File: config.mk
export PLATFORM = sky130hd
export DESIGN_NAME = pipeline_perf_monitor
export DESIGN_NICKNAME = d
export VERILOG_FILES = /design/src/rtl/pipeline_perf_monitor.sv
export SDC_FILE = /design/constraint.sdc
export NUM_CORES = 1
export LEC_CHECK = 0
export BUFFER_PORTS_ARGS = -buffer_cell sky130_fd_sc_hd__buf_2
export CAP_MARGIN = 20
export CORE_MARGIN = 2
export CORE_UTILIZATION = 57
export DETAILED_ROUTE_END_ITERATION = 8
export MAX_ROUTING_LAYER = met4
export PLACE_DENSITY = 0.77
export REMOVE_ABC_BUFFERS = 1
export SYNTH_ARGS = -nofsm -noshare
export SYNTH_HDL_FRONTEND = slang
export SYNTH_SLANG_ARGS = --single-unit
File: constraint.sdc
create_clock -name clk -period 3.3 [get_ports clk]
set_input_delay 0.33 -clock clk [delete_from_list [all_inputs] [get_ports clk]]
set_output_delay 0.33 -clock clk [all_outputs]
set_load 0.05 [all_outputs]
File: src/rtl/pipeline_perf_monitor.sv
// Pipeline event-counter unit: cycle counter plus NUM_EVT event channels under a
// start/stop/clear FSM, with optional cycle-limit auto-stop, snapshot bank and registered readout.
module pipeline_perf_monitor #(
  parameter int unsigned NUM_EVT  = 8,
  parameter int unsigned CNT_W    = 32,
  parameter int unsigned SAT_MODE = 0,
  parameter int unsigned SEL_W    = 4
) (
  input  logic               clk,
  input  logic               rstn,
  input  logic [NUM_EVT-1:0] evt_i,
  input  logic               start,
  input  logic               stop,
  input  logic               clr,
  input  logic               snap,
  input  logic [CNT_W-1:0]   cyc_limit,
  input  logic [SEL_W-1:0]   rd_sel,
  input  logic               rd_live,
  output logic [CNT_W-1:0]   rd_data,
  output logic               running,
  output logic               done,
  output logic [NUM_EVT:0]   ovf
);

  localparam int unsigned NCH = NUM_EVT + 1;

  if ((2 ** SEL_W) < NCH) begin : g_sel_check
    $error("rd_sel too narrow to address every channel");
  end

  typedef enum logic [1:0] {
    S_IDLE,
    S_RUN,
    S_STOPPED
  } state_t;

  state_t           state_q, state_d;
  logic [CNT_W-1:0] cnt_q  [NCH];
  logic [CNT_W-1:0] cnt_d  [NCH];
  logic [CNT_W-1:0] snap_q [NCH];
  logic [NCH-1:0]   inc;
  logic [NCH-1:0]   ovf_d;
  logic [CNT_W-1:0] rd_d;
  logic             auto_stop;
  logic             done_d;

  assign inc = {evt_i, 1'b1};

  // Counter increment with wrap or saturate; counting is gated by registered state only.
  always_comb begin
    ovf_d = ovf;
    for (int unsigned i = 0; i < NCH; i++) begin
      cnt_d[i] = cnt_q[i];
      if (state_q == S_RUN && inc[i]) begin
        if (cnt_q[i] == '1) begin
          ovf_d[i] = 1'b1;
          cnt_d[i] = (SAT_MODE != 0) ? cnt_q[i] : '0;
        end else begin
          cnt_d[i] = cnt_q[i] + CNT_W'(1);
        end
      end
    end
  end

  assign auto_stop = (state_q == S_RUN) && (cyc_limit != '0) && (cnt_d[0] == cyc_limit);

  always_comb begin
    state_d = state_q;
    done_d  = 1'b0;
    if (clr) begin
      state_d = S_IDLE;
    end else begin
      done_d = auto_stop;
      case (state_q)
        S_RUN: begin
          if (stop || auto_stop) state_d = S_STOPPED;
        end
        default: begin
          if (start && !stop) state_d = S_RUN;
        end
      endcase
    end
  end

  always_comb begin
    rd_d = '0;
    for (int unsigned i = 0; i < NCH; i++) begin
      if (rd_sel == SEL_W'(i)) rd_d = rd_live ? cnt_q[i] : snap_q[i];
    end
  end

  always_ff @(posedge clk or negedge rstn) begin
    if (!rstn) begin
      state_q <= S_IDLE;
      running <= 1'b0;
      done    <= 1'b0;
      rd_data <= '0;
    end else begin
      state_q <= state_d;
      running <= (state_d == S_RUN);
      done    <= done_d;
      rd_data <= rd_d;
    end
  end

  always_ff @(posedge clk or negedge rstn) begin
    if (!rstn) begin
      ovf <= '0;
      for (int unsigned i = 0; i < NCH; i++) cnt_q[i] <= '0;
    end else if (clr) begin
      ovf <= '0;
      for (int unsigned i = 0; i < NCH; i++) cnt_q[i] <= '0;
    end else begin
      ovf <= ovf_d;
      for (int unsigned i = 0; i < NCH; i++) cnt_q[i] <= cnt_d[i];
    end
  end

  // Snapshot takes pre-edge live values, so snap+clr captures the values being cleared.
  always_ff @(posedge clk or negedge rstn) begin
    if (!rstn) begin
      for (int unsigned i = 0; i < NCH; i++) snap_q[i] <= '0;
    end else if (snap) begin
      for (int unsigned i = 0; i < NCH; i++) snap_q[i] <= cnt_q[i];
    end
  end

endmodule

Yosys cells after proc, flatten, opt, wreduce, memory -nomap -nowiden

Cells that the tools add are included.

Add/sub/neg operators: 9
Equality and inequality tests: 20
Mux-type cells: 61
Reduce and logical (&&, ||, !) cells: 42

Operators by type and width:

| kind                                          | number |
|---|---|
| 2-to-1 mux 32 bit                             | 36 |
| adder 32 x 1 -> 32 bit, second input constant | 9 |
| == test 32 bit, second input constant         | 9 |
| 2-to-1 mux 288 bit                            | 1 |
| nonzero test 2 bit                            | 18 |
| == test 32 bit                                | 1 |
| nonzero test 32 bit                           | 1 |
| 2-to-1 mux 1 bit                              | 19 |
| AND reduction 2 bit                           | 9 |
| == test 4 x 3 -> 1 bit, second input constant | 4 |
| logical AND 1 bit                             | 11 |
| 2-to-1 mux 9 bit                              | 1 |
| == test 4 x 2 -> 1 bit, second input constant | 2 |
| 2-to-1 mux 2 bit                              | 4 |
| == test 2 x 1 -> 1 bit, second input constant | 2 |
| == test 4 x 1 -> 1 bit, second input constant | 1 |
| == test 4 bit, second input constant          | 1 |
| logical NOT 4 bit                             | 1 |
| logical NOT 1 bit                             | 1 |
| logical OR 1 bit                              | 1 |

Flip-flop bits (word level): 621
Bits of input ports: 51
Output and inout bits: 43
Word-level logic and storage cells: 163

Depth between registers and ports, before layout

Depth after elaboration: 10
Gate-level depth with buffers: 11

Worst setup path before layout

OpenSTA, ideal clock, no wires.

Path type: flip-flop to flip-flop
Start: reg state_q[1]
End: reg state_q[1]
Arrival: 3.016 ns
Setup slack: 0.197 ns
Stages on the path, launching flop included: 11
Path buffers: 1
Clock period less this slack: 3.103 ns
Cells stage by stage: dfrtp_1 clkbuf_4 nand4b_1 nor4_2 nand2_1 xnor2_1 mux2i_1 nand3b_1 or4_4 or3_4 a211oi_2

Longest elaborated chain between the ends: 8
Elaborated cells between the ends (all ways): 10
Classes of those cells: 2 x eq/ne; 5 x mux; 3 x reduce/logical

RTL lines:

| item                     | line       | source |
|---|---|---|
| start: declaration       | 37         | `state_t state_q, state_d;` |
| start signal: assignment | 99         | `state_q <= state_d;` |
| == test 2 x 1 -> 1 bit   | 54, 65, 74 |  |
| 2-to-1 mux 32 bit        | 54         | `if (state_q == S_RUN && inc[i]) begin` |
| == test 32 bit           | 65         | `assign auto_stop = (state_q == S_RUN) && (cyc_limit != '0) && (cnt_d[0] == cyc_limit);` |
| logical AND 1 bit        | 65         |  |
| logical OR 1 bit         | 76         | `if (stop \|\| auto_stop) state_d = S_STOPPED;` |
| 2-to-1 mux 2 bit         | 76         |  |
| 2-to-1 mux 2 bit (*)     | 74         | `case (state_q)` |
| 2-to-1 mux 2 bit (*)     | 70         | `if (clr) begin` |
| named net state_d[1]     | 37         |  |

Mark *: on every way through the listed nets, which the timed path passes. The rest lies on a longest branch.
A chain may end at the register's enable or synchronous reset.

Final worst setup path

Start: reg cnt_q[266] (netlist bit)
End: reg state_q[1]

Longest elaborated chain between the ends: 9
Elaborated cells between the ends (all ways): 10
Classes of those cells: 1 x add/sub; 2 x eq/ne; 5 x mux; 2 x reduce/logical

RTL lines:

| item                                                     | line   | source |
|---|---|---|
| start: declaration                                       | 38     | `logic [CNT_W-1:0] cnt_q [NCH];` |
| adder 32 x 1 -> 32 bit or == test 32 bit (tied branches) | 59, 55 |  |
| 2-to-1 mux 32 bit                                        | 55     | `if (cnt_q[i] == '1) begin` |
| 2-to-1 mux 32 bit (*)                                    | 54     |  |
| == test 32 bit (*)                                       | 65     |  |
| logical AND 1 bit (*)                                    | 65     |  |
| logical OR 1 bit (*)                                     | 76     |  |
| 2-to-1 mux 2 bit (*)                                     | 76     |  |
| 2-to-1 mux 2 bit (*)                                     | 74     |  |
| 2-to-1 mux 2 bit (*)                                     | 70     |  |
| named net state_d[1]                                     | 37     |  |

Marked as above.

==> run_results.csv <==
group,metric,value,unit
run_status,status,"completed",
grt,grt_overflow_total,0,
final_layout,final_area,36400,um2
route,top_layer,"met4",
final_layout,num-fill-cells,4172,
logic_synthesis,ys_seq_area_share,49.0,%
worst_hold_path,hold_class,"input port to flip-flop",
pwr,p_seq_share,46.4,%
worst_setup_path,critPathLaunch,"cnt_q[266]",
final_layout,fin_nets,3194,
grt,grt_max_degree,103,
final_layout,layout_commonest_cell,"dfrtp_1",
sta,period_needed,3220,ps
route,drt-met1-wl,39000,um
pwr,p_sw,3980,uW
route,drt_iter0_drc,2747,
floorplan,pin_count,94,
route,drc,0,
logic_synthesis,synthCells,2981,
worst_setup_path,arrival,3760,ps
logic_synthesis,syn_area,31700,um2
logic_synthesis,ys_warn_count,0,
placed_design,gp_congestion,0.961,
floorplan,die_h,240,um
floorplan,start_util,57.6,%
placed_design,placedCellCount,3807,
worst_setup_path,r2r_end,"state_q[1]",
sta,hold_viol_final,0,
pwr,p_per_area,456,nW/um2
clocking,clk_pin_slew_worst_paths,60,ps
pwr,internal_power,12600,uW
final_layout,finalNonFillerCells,3941,
final_layout,mostFrequentLayoutCells,"dfrtp_1, nor2_1, mux2i_1",
clocking,root_buffer,"clkbuf_16",
final_layout,register_area,15500,um2
sta,grt_setup_unrepaired,"yes",
worst_setup_path,crit_type,"flip-flop to flip-flop",
route,wl_per_cell,23.2,um
logic_synthesis,synth.avg_cell_area,10.6,um2
grt,antenna_found_initial,4,
worst_setup_path,r2r_setup_slack,80,ps
sta,tightest_slew,974,ps
placed_design,hpwl,64700,um
clocking,numCtsBuffers,67,
logic_synthesis,synth-seq-cells,621,
route,avgViaCountPerCell,6.31,
sta,finClkSkew,25.6,ps
flow_run,max_cap_violations,0,
sta,relSlewSlack,35.1,%
sta,timing.final.crit_share,97.6,%
clocking,htree_levels,3,
logic_synthesis,synthFlopType,"dfrtp_1",
final_layout,layout-drive-gt1-share,21.6,%
route,drt_wl_total,91400,um
route,ant_nets,0,
clocking,clock-sinks,621,
worst_hold_path,whs_path_depth,4,
pwr,leakage,0.0170,uW
route,vias,24900,
final_layout,multi_input_area,15600,um2
final_layout,area_growth,14.7,%
route,routed-wl-met3,8130,um
floorplan,die_x,240,um
sta,setup_tns,0,ps
worst_setup_path,critPathRequiredTime,3840,ps
grt,grt_pass1_vias,24200,
worst_setup_path,crit_fanout,6,
sta,setup-violations-final,0,
clocking,cts_tree,"done",
floorplan,die-area,57600,um2
pwr,irDropWorstVdd,0.000394,V
pwr,combPwrFrac,6.6,%
logic_synthesis,synth_cell_types,83,
worst_hold_path,min_from,"evt_i[2]",
clocking,clockBufferDepth,3,
worst_setup_path,end_kind,"flip-flop",
grt,grtUsageTotal,33.1,%
placed_design,placed_area,33900,um2
floorplan,fp-row-count,86,
route,dr.pass1.iters,5,
grt,grt_pass1_wl,141000,um
worst_setup_path,r2r_cells,10,
logic_synthesis,async_flop_share,100,%
placed_design,io_buffers,93,
worst_setup_path,r2r-start,"cnt_q[266]",
worst_setup_path,crit_path_start_kind,"flip-flop",
floorplan,core,55100,um2
sta,drv_slew,0,
pwr,power_frac_clock,47.0,%
route,wl_met2,40800,um
worst_hold_path,hold_path_end,"cnt_q[162]",
sta,fmax,311,MHz
clocking,clock_latency,630,ps
logic_synthesis,synth_edf_count,0,
pwr,swShare,24.0,%
synth_stat cells, types with 26 or more instances:
cell type | instances | area [um2]
and3_1 | 54 | 338
o21ai_0 | 127 | 636
xor2_1 | 116 | 1020
buf_1 | 39 | 146
o31ai_1 | 31 | 233
dfrtp_1 | 621 | 15500
a21oi_1 | 66 | 330
inv_1 | 28 | 105
nor2_1 | 336 | 1260
nor3_1 | 36 | 180
mux2i_1 | 293 | 2930
o22ai_1 | 124 | 776
and4_1 | 26 | 228
nand4_1 | 58 | 363
or4_1 | 31 | 233
nand3_1 | 111 | 556
mux2_2 | 288 | 3240
xnor2_1 | 83 | 727
nand2_1 | 188 | 706
clkbuf_1 | 102 | 383
repair_timing:
item / 4_1_cts / 5_1_grt
pin swaps: 0 / 8
hold buffers: 3 / 0
setup endpoints to repair: 4 / 4
gates resized for setup: 3 / 24
hold endpoints to repair: 86 / 0
buffers inserted: 0 / 3
through the flow:
stage | power [uW] | worst slack [ps] | util [%] | hold slack [ps]
4_1_cts | 16700 | 44.5 | 65.7 | 75.0
5_1_grt | 17100 | -43.2 | 66.0 | 125
2_1_floorplan | 8250 | -2670 | - | 34.4
6_report | 16600 | 80.0 | 66.1 | 105
3_5_place_dp | 8920 | -243 | 61.5 | 471
3_3_place_gp | 8900 | -174 | 61.5 | 469
flip-flops by register name, indices dropped and copies added (netlist names):
name,count
state_q,2
done,1
running,1
ovf,9
snap_q,288
cnt_q,288
rd_data,32
per-layer routing:
| metal | track usage (%) | vias to the layer above |
|---|---|---|
| met1 | 46.5 | 12600 |
| met4 | 12.7 | 0 |
| met3 | 5.73 | 164 |
| met5 | - | - |
| li1 | - | 11100 |
| met2 | 48.1 | 1094 |
power groups by stage:
stage	registers [uW]	clock network (uW)	logic (uW)
after global routing	7710	8220	1170
final	7710	7810	1090
after detailed placement	7840	0	1080
after global placement	7840	0	1060
after CTS	7710	7890	1090
after floorplan	7910	0	344
cell families (layout without fill, tap and decap cells):
| kind of cell | count (synthesis) | in the layout | synth area share [%] |
|---|---|---|---|
| XOR/XNOR | 201 | 201 | 5.64 |
| other | 0 | 7 | 0 |
| AND/OR/NAND/NOR | 977 | 977 | 15.3 |
| AO/OA/AOI/OAI | 411 | 411 | 7.89 |
| flip-flops | 621 | 621 | 49.0 |
| adder cells (fa/ha/maj) | 9 | 9 | 0.355 |
| multiplexers | 581 | 581 | 19.5 |
| buffers and inverters | 181 | 386 | 2.35 |
worst max-delay path, stage by stage (launching register included):
cell	delay, ps
dfrtp_1	480
nand4_1	230
buf_4	220
nor4_2	310
xnor2_1	210
and2_1	230
a2111oi_4	290
nand4bb_1	140
or4_4	470
or3_4	400
a211oi_2	170
worst max-delay path by stage:
stage | to | cells past startpoint | slack [ps]
CTS | state_q[1] | 11 | 40
global placement | state_q[1] | 9 | -170
floorplan | rd_data[11] | 5 | -2670
finish | state_q[1] | 10 | 80
global route | state_q[1] | 10 | -40
detailed placement | state_q[1] | 9 | -240
final cells by class:
class	count	area share, %
diodes	7	0.0481
clock buffers	101	5.48
clock inverters	20	0.859
inverters	29	0.299
multi-input cells	2179	42.9
flip-flops and latches	621	42.7
well taps	748	2.57
repair buffers	236	5.18
Note: power is estimated with default switching activity, not from simulation.
